--- src/rtl/motion_estimator_core.sv ---
// Full-search 16x16 block matcher over a 31x31 window, scoring two candidates per pass.
// Optional macro ME_DONE_EN adds a one-cycle done pulse when the results update.
module motion_estimator_core (
    input  logic       clock,
    input  logic       reset,
    input  logic       start,
    input  logic [7:0] dataRef,
    input  logic [7:0] dataSearch1,
    input  logic [7:0] dataSearch2,
    output logic [7:0] addressR,
    output logic [9:0] addressS1,
    output logic [9:0] addressS2,
    output logic [7:0] bestDist,
    output logic [3:0] motionX,
    output logic [3:0] motionY
`ifdef ME_DONE_EN
    ,
    output logic       done
`endif
);

    typedef enum logic [1:0] {IDLE = 2'd0, RUN = 2'd1, DONE = 2'd2} state_t;

    state_t      state_q, state_d;
    logic [14:0] cnt_q, cnt_d;   // {pair[6:0], pixel[7:0]}: dy=[14:11], dxA=[10:8], r=[7:4], c=[3:0]
    logic [15:0] acc_a_q, acc_a_d, acc_b_q, acc_b_d;
    logic [15:0] best_q, best_d;
    logic [3:0]  dx_q, dx_d, dy_q, dy_d;
    logic [7:0]  addr_r_q, addr_r_d;
    logic [9:0]  addr_s1_q, addr_s1_d, addr_s2_q, addr_s2_d;
    logic [7:0]  best_dist_q, best_dist_d;
    logic [3:0]  mx_q, mx_d, my_q, my_d;
    logic [15:0] sum_a, sum_b;
`ifdef ME_DONE_EN
    logic        done_q, done_d;
`endif

    function automatic logic [7:0] abs_diff(input logic [7:0] a, input logic [7:0] b);
        abs_diff = (a > b) ? (a - b) : (b - a);
    endfunction

    function automatic logic [9:0] search_addr(input logic [3:0] row0, input logic [3:0] r,
                                               input logic [3:0] col0, input logic [3:0] c);
        search_addr = ({6'd0, row0} + {6'd0, r}) * 10'd31 + {6'd0, col0} + {6'd0, c};
    endfunction

    // Next-state, accumulate/compare and address generation.
    always_comb begin
        state_d     = state_q;
        cnt_d       = cnt_q;
        acc_a_d     = acc_a_q;
        acc_b_d     = acc_b_q;
        best_d      = best_q;
        dx_d        = dx_q;
        dy_d        = dy_q;
        best_dist_d = best_dist_q;
        mx_d        = mx_q;
        my_d        = my_q;
`ifdef ME_DONE_EN
        done_d      = 1'b0;
`endif
        sum_a = acc_a_q + {8'd0, abs_diff(dataRef, dataSearch1)};
        sum_b = acc_b_q + {8'd0, abs_diff(dataRef, dataSearch2)};

        case (state_q)
            IDLE: begin
                if (start) begin
                    state_d = RUN;
                    cnt_d   = 15'd0;
                    acc_a_d = 16'd0;
                    acc_b_d = 16'd0;
                    best_d  = 16'hFFFF;
                end else begin
                    state_d = IDLE;
                end
            end
            RUN: begin
                cnt_d = cnt_q + 15'd1;
                if (cnt_q[7:0] == 8'hFF) begin
                    acc_a_d = 16'd0;
                    acc_b_d = 16'd0;
                    // A is tested before B, and only strict improvement replaces best.
                    if (sum_a < best_q) begin
                        best_d = sum_a;
                        dx_d   = {1'b0, cnt_q[10:8]};
                        dy_d   = cnt_q[14:11];
                    end else begin
                        best_d = best_q;
                    end
                    if (sum_b < best_d) begin
                        best_d = sum_b;
                        dx_d   = {1'b1, cnt_q[10:8]};
                        dy_d   = cnt_q[14:11];
                    end else begin
                        best_d = best_d;
                    end
                end else begin
                    acc_a_d = sum_a;
                    acc_b_d = sum_b;
                end
                if (cnt_q == 15'h7FFF) begin
                    state_d = DONE;
                end else begin
                    state_d = RUN;
                end
            end
            DONE: begin
                best_dist_d = (best_q > 16'd255) ? 8'hFF : best_q[7:0];
                mx_d        = dx_q;
                my_d        = dy_q;
`ifdef ME_DONE_EN
                done_d      = 1'b1;
`endif
                state_d     = IDLE;
            end
            default: begin
                state_d = IDLE;
            end
        endcase

        // Addresses are registered, so they are derived from the next counter value.
        if (state_d == RUN) begin
            addr_r_d  = cnt_d[7:0];
            addr_s1_d = search_addr(cnt_d[14:11], cnt_d[7:4], {1'b0, cnt_d[10:8]}, cnt_d[3:0]);
            addr_s2_d = search_addr(cnt_d[14:11], cnt_d[7:4], {1'b1, cnt_d[10:8]}, cnt_d[3:0]);
        end else begin
            addr_r_d  = 8'd0;
            addr_s1_d = 10'd0;
            addr_s2_d = 10'd0;
        end
    end

    // State and output registers.
    always_ff @(posedge clock or posedge reset) begin
        if (reset) begin
            state_q     <= IDLE;
            cnt_q       <= 15'd0;
            acc_a_q     <= 16'd0;
            acc_b_q     <= 16'd0;
            best_q      <= 16'd0;
            dx_q        <= 4'd0;
            dy_q        <= 4'd0;
            addr_r_q    <= 8'd0;
            addr_s1_q   <= 10'd0;
            addr_s2_q   <= 10'd0;
            best_dist_q <= 8'd0;
            mx_q        <= 4'd0;
            my_q        <= 4'd0;
`ifdef ME_DONE_EN
            done_q      <= 1'b0;
`endif
        end else begin
            state_q     <= state_d;
            cnt_q       <= cnt_d;
            acc_a_q     <= acc_a_d;
            acc_b_q     <= acc_b_d;
            best_q      <= best_d;
            dx_q        <= dx_d;
            dy_q        <= dy_d;
            addr_r_q    <= addr_r_d;
            addr_s1_q   <= addr_s1_d;
            addr_s2_q   <= addr_s2_d;
            best_dist_q <= best_dist_d;
            mx_q        <= mx_d;
            my_q        <= my_d;
`ifdef ME_DONE_EN
            done_q      <= done_d;
`endif
        end
    end

    assign addressR  = addr_r_q;
    assign addressS1 = addr_s1_q;
    assign addressS2 = addr_s2_q;
    assign bestDist  = best_dist_q;
    assign motionX   = mx_q;
    assign motionY   = my_q;
`ifdef ME_DONE_EN
    assign done      = done_q;
`endif

endmodule

--- config.mk ---
export PLATFORM = sky130hd
export DESIGN_NAME = motion_estimator_core
export DESIGN_NICKNAME = d
export VERILOG_FILES = /design/src/rtl/motion_estimator_core.sv
export SDC_FILE = /design/constraint.sdc
export NUM_CORES = 1
export LEC_CHECK = 0
export BUFFER_PORTS_ARGS = -buffer_cell sky130_fd_sc_hd__buf_2
export CAP_MARGIN = 20
export CORE_ASPECT_RATIO = 1.5
export CORE_MARGIN = 8
export CORE_UTILIZATION = 25
export CTS_CLUSTER_SIZE = 40
export DETAILED_ROUTE_END_ITERATION = 8
export GPL_ROUTABILITY_DRIVEN = 1
export GPL_TIMING_DRIVEN = 0
export PLACE_DENSITY = 0.41
export SYNTH_ARGS = -nofsm -noshare
export SYNTH_HDL_FRONTEND = slang
export SYNTH_SLANG_ARGS = --single-unit
--- constraint.sdc ---
create_clock -name clock -period 8.7 [get_ports clock]
set_input_delay 0.87 -clock clock [delete_from_list [all_inputs] [get_ports clock]]
set_output_delay 0.87 -clock clock [all_outputs]
set_load 0.005 [all_outputs]
==> results.toml <==
[status]
status = "complete, no violations"

[hold_path]
hold_class = "input port to asynchronous set/reset pin"

[cts]
path_clk_slew_ps = 60
clock-sinks = 114
cts_buffer_depth = 2
htreeDepth = 4
cts-root-buf = "clkbuf_16"
tritoncts = "yes"
cts_hold_buf = 0
cts_made_buffers = 17
clock_latency_ps = 430

[cells_and_area]
synthToLayoutAreaGrowth_pct = 19.4
fillerInstances = 3707
layout.nets = 1193
antenna_cells = 0
fin_cells = 1525
utilization = 0.303
seqCellArea_sq_um = 2850
drive_gt1_frac = 0.157
multiInputGateArea_sq_um = 5610

[placement]
dp_hpwl_um = 20500
port_buffers = 70
dp_cells = 1486
globalplace.congestion = 0.816

[synth]
syn_avg_cell_area_sq_um = 9.43
ys_top_cells_by_count = "dfrtp_1, ha_1, inv_1"
synthArstFlopShare = 1.00
syn_inst = 942
synth_area_leader_cell = "dfrtp_1"
seq_area_frac_synth = 0.321
synth-main-ff-cell = "dfrtp_1"
synth_xor_area_frac = 0.0572
synth.mux.area_fraction = 0.0611
synth_most_common_cell = "dfrtp_1"
synth_compound_area_frac = 0.187
ys_warn_count = 0
yosys.area_share.simple = 0.121
synth_fa_ha_area_frac = 0.195
ys_ff_latch = 114
synth_top_family_by_area = "adder cells"
synth_edf_count = 0
netlist_top_cells_area = "dfrtp_1, ha_1, fa_1"
synth_cell_types = 65
syn_area_sq_um = 8880
yosysTopAreaCellShare = 0.321
syn_nets = 1096

[critical_path]
crit_top_cell = "ha_1"
cpPeakStageDelay_ps = 540
cpMaxStageDelayCell = "or4_4"
critPathTopFamily = "compound AO/OA/AOI/OAI gates"
rrSetupSlack_ps = 2270
path_buf_inv = 7
required_ps = 9000
crit_type = "input port to register"
start_kind = "input port"
crit_path_end_kind = "register"
cp.arrival_ps = 8540
cp_max_fo = 10

[die]
die_area_sq_um = 41900
die_y_um = 247
core_area_sq_um = 35000
die_w_um = 170
ios = 71
rows = 84
start_util = 0.254

[sta]
finalSetupTns_ps = 0
setup_violations = 0
skew_ps = 11.4
period_minus_slack_ps = 8230
tightestPinTransition_ps = 766
slew_viol_final = 0
finalHoldViolations = 0
slew_headroom = 0.487
fmax_ghz = 0.121
period_share = 0.946

[routing]
first_pass_iters = 4
routed_wirelength_um = 25700
drt_iter0_drc = 286
antenna_violating_nets_post_route = 0
route.detailed.drc = 0
wire_per_inst_um = 16.9
vias_per_cell = 4.57
vias = 6975

[power_and_ir_drop]
cellPowerDensity_nw_per_um2 = 350
p_leak_nw = 5.07
peakVddDrop_v = 0.000249

[grt]
track_usage = 0.128
grt_max_degree = 91
antenna_found_initial = 1
first_global_vias = 7546
overflow = 0
grt_pass1_wl_um = 41200

[run]
drv_cap = 0
logic make-up after synthesis:
group / after synthesis
simple gates: 224
buf+inv: 127
mux: 49
compound gates: 243
fa+ha+maj: 127
flops: 114
xor+xnor: 58
through the flow:
step | setup WS, ps | hold slack [ps] | instance area, sq um | total power [mW]
2_1_floorplan | 620 | 456 | 8880 | 2.37
3_3_place_gp | -920 | 480 | 9820 | 2.89
3_5_place_dp | -871 | 494 | 9860 | 2.91
4_1_cts | 35.1 | 398 | 10500 | 3.67
5_1_grt | -15.8 | 413 | 10600 | 4.06
6_report | 468 | 406 | 10600 | 3.71
sequential cells by signal, summed over array words and instances, names as in the netlist:
| signal | count |
|---|---|
| addressR | 8 |
| motionY | 4 |
| cnt_q | 15 |
| bestDist | 8 |
| state_q | 2 |
| acc_a_q | 16 |
| acc_b_q | 16 |
| dy_q | 4 |
| addressS2 | 10 |
| addressS1 | 7 |
| motionX | 4 |
| best_q | 16 |
| dx_q | 4 |
timing repair:
item | in CTS | in global routing
resized for setup | 3 | 26
buffers inserted | 4 | 3
setup endpoints to repair | 24 | 24
pin swaps | 2 | 6
path summary, 6_finish.rpt:
| kind | end | cells after the start | start |
|---|---|---|---|
| min in group clock | acc_b_q[2]$_DFFE_PP0P_ | 2 | acc_b_q[2]$_DFFE_PP0P_ |
| setup reg to reg | addressS1[9]$_DFF_PP0_ | 23 | cnt_q[0]$_DFF_PP0_ |
| hold / removal | motionX[0]$_DFFE_PP0N_ | 2 | reset |
| max in group asynchronous | addressS2[8]$_DFF_PP0_ | 3 | reset |
| hold reg to reg | acc_b_q[2]$_DFFE_PP0P_ | 2 | acc_b_q[2]$_DFFE_PP0P_ |
| setup / recovery | dy_q[3]$_DFFE_PP0P_ | 37 | dataRef[0] |
layout by cell type, fill, tap and decap left out, types with 7 or more instances in the layout:
cell type,synthesis,final
dfrtp_1,114,114
buf_2,3,72
nor2b_1,14,14
o22a_1,19,19
xor2_1,24,22
ha_1,108,108
nor3_1,11,10
mux2i_1,28,23
a21oi_1,50,50
nand3_1,18,18
buf_4,5,9
nand2_1,63,63
nand4_1,12,12
a22o_1,12,12
and2_1,12,12
o21bai_1,7,7
a21o_1,20,20
inv_1,99,98
nor2_1,64,64
o21a_1,17,17
mux2_2,13,13
fa_1,19,19
clkbuf_1,18,18
xnor2_1,34,34
clkbuf_16,0,17
mux2_4,7,7
o21ai_0,61,59
o21ai_1,10,11
where the power goes:
group          switching (mW)  internal (mW)
registers              0.0739          0.615
logic                    1.30           1.02
clock network           0.279          0.424
total                    1.65           2.06
area by class of cell:
cell class              instances  area share
repair buffers                 78      0.0413
inverters                     100      0.0359
plain buffers                  27      0.0140
clock inverters                14      0.0146
flip-flops and latches        114       0.269
well taps                     473      0.0558
multi-input cells             701       0.529
clock buffers                  18      0.0405
per-layer routing:
layer	vias to the layer above	wire, um	part of all wire	GRT usage
li1	3493	-	-	-
met1	3318	9880	0.38	0.130
met2	113	14100	0.55	0.244
met3	49	690	0.027	0.0209
met4	2	1080	0.042	0.0712
met5	-	8	0.00031	0
worst reg2reg max path: stages (launching register included):
cell and delay (ps):
dfrtp_1 430, ha_1 240, nand3_1 260, nor2_1 260
nand3_1 170, a21oi_1 170, a21oi_1 150, fa_1 470
xor2_1 320, inv_1 190, fa_1 560, inv_1 60
fa_1 530, inv_1 80, fa_1 480, inv_1 40
ha_1 300, a21oi_1 250, o21ai_0 150, a211oi_1 560
o2111ai_1 250, nor2_1 170, xnor2_1 140, nor2_1 50
Power figures use the tool's default switching activity.
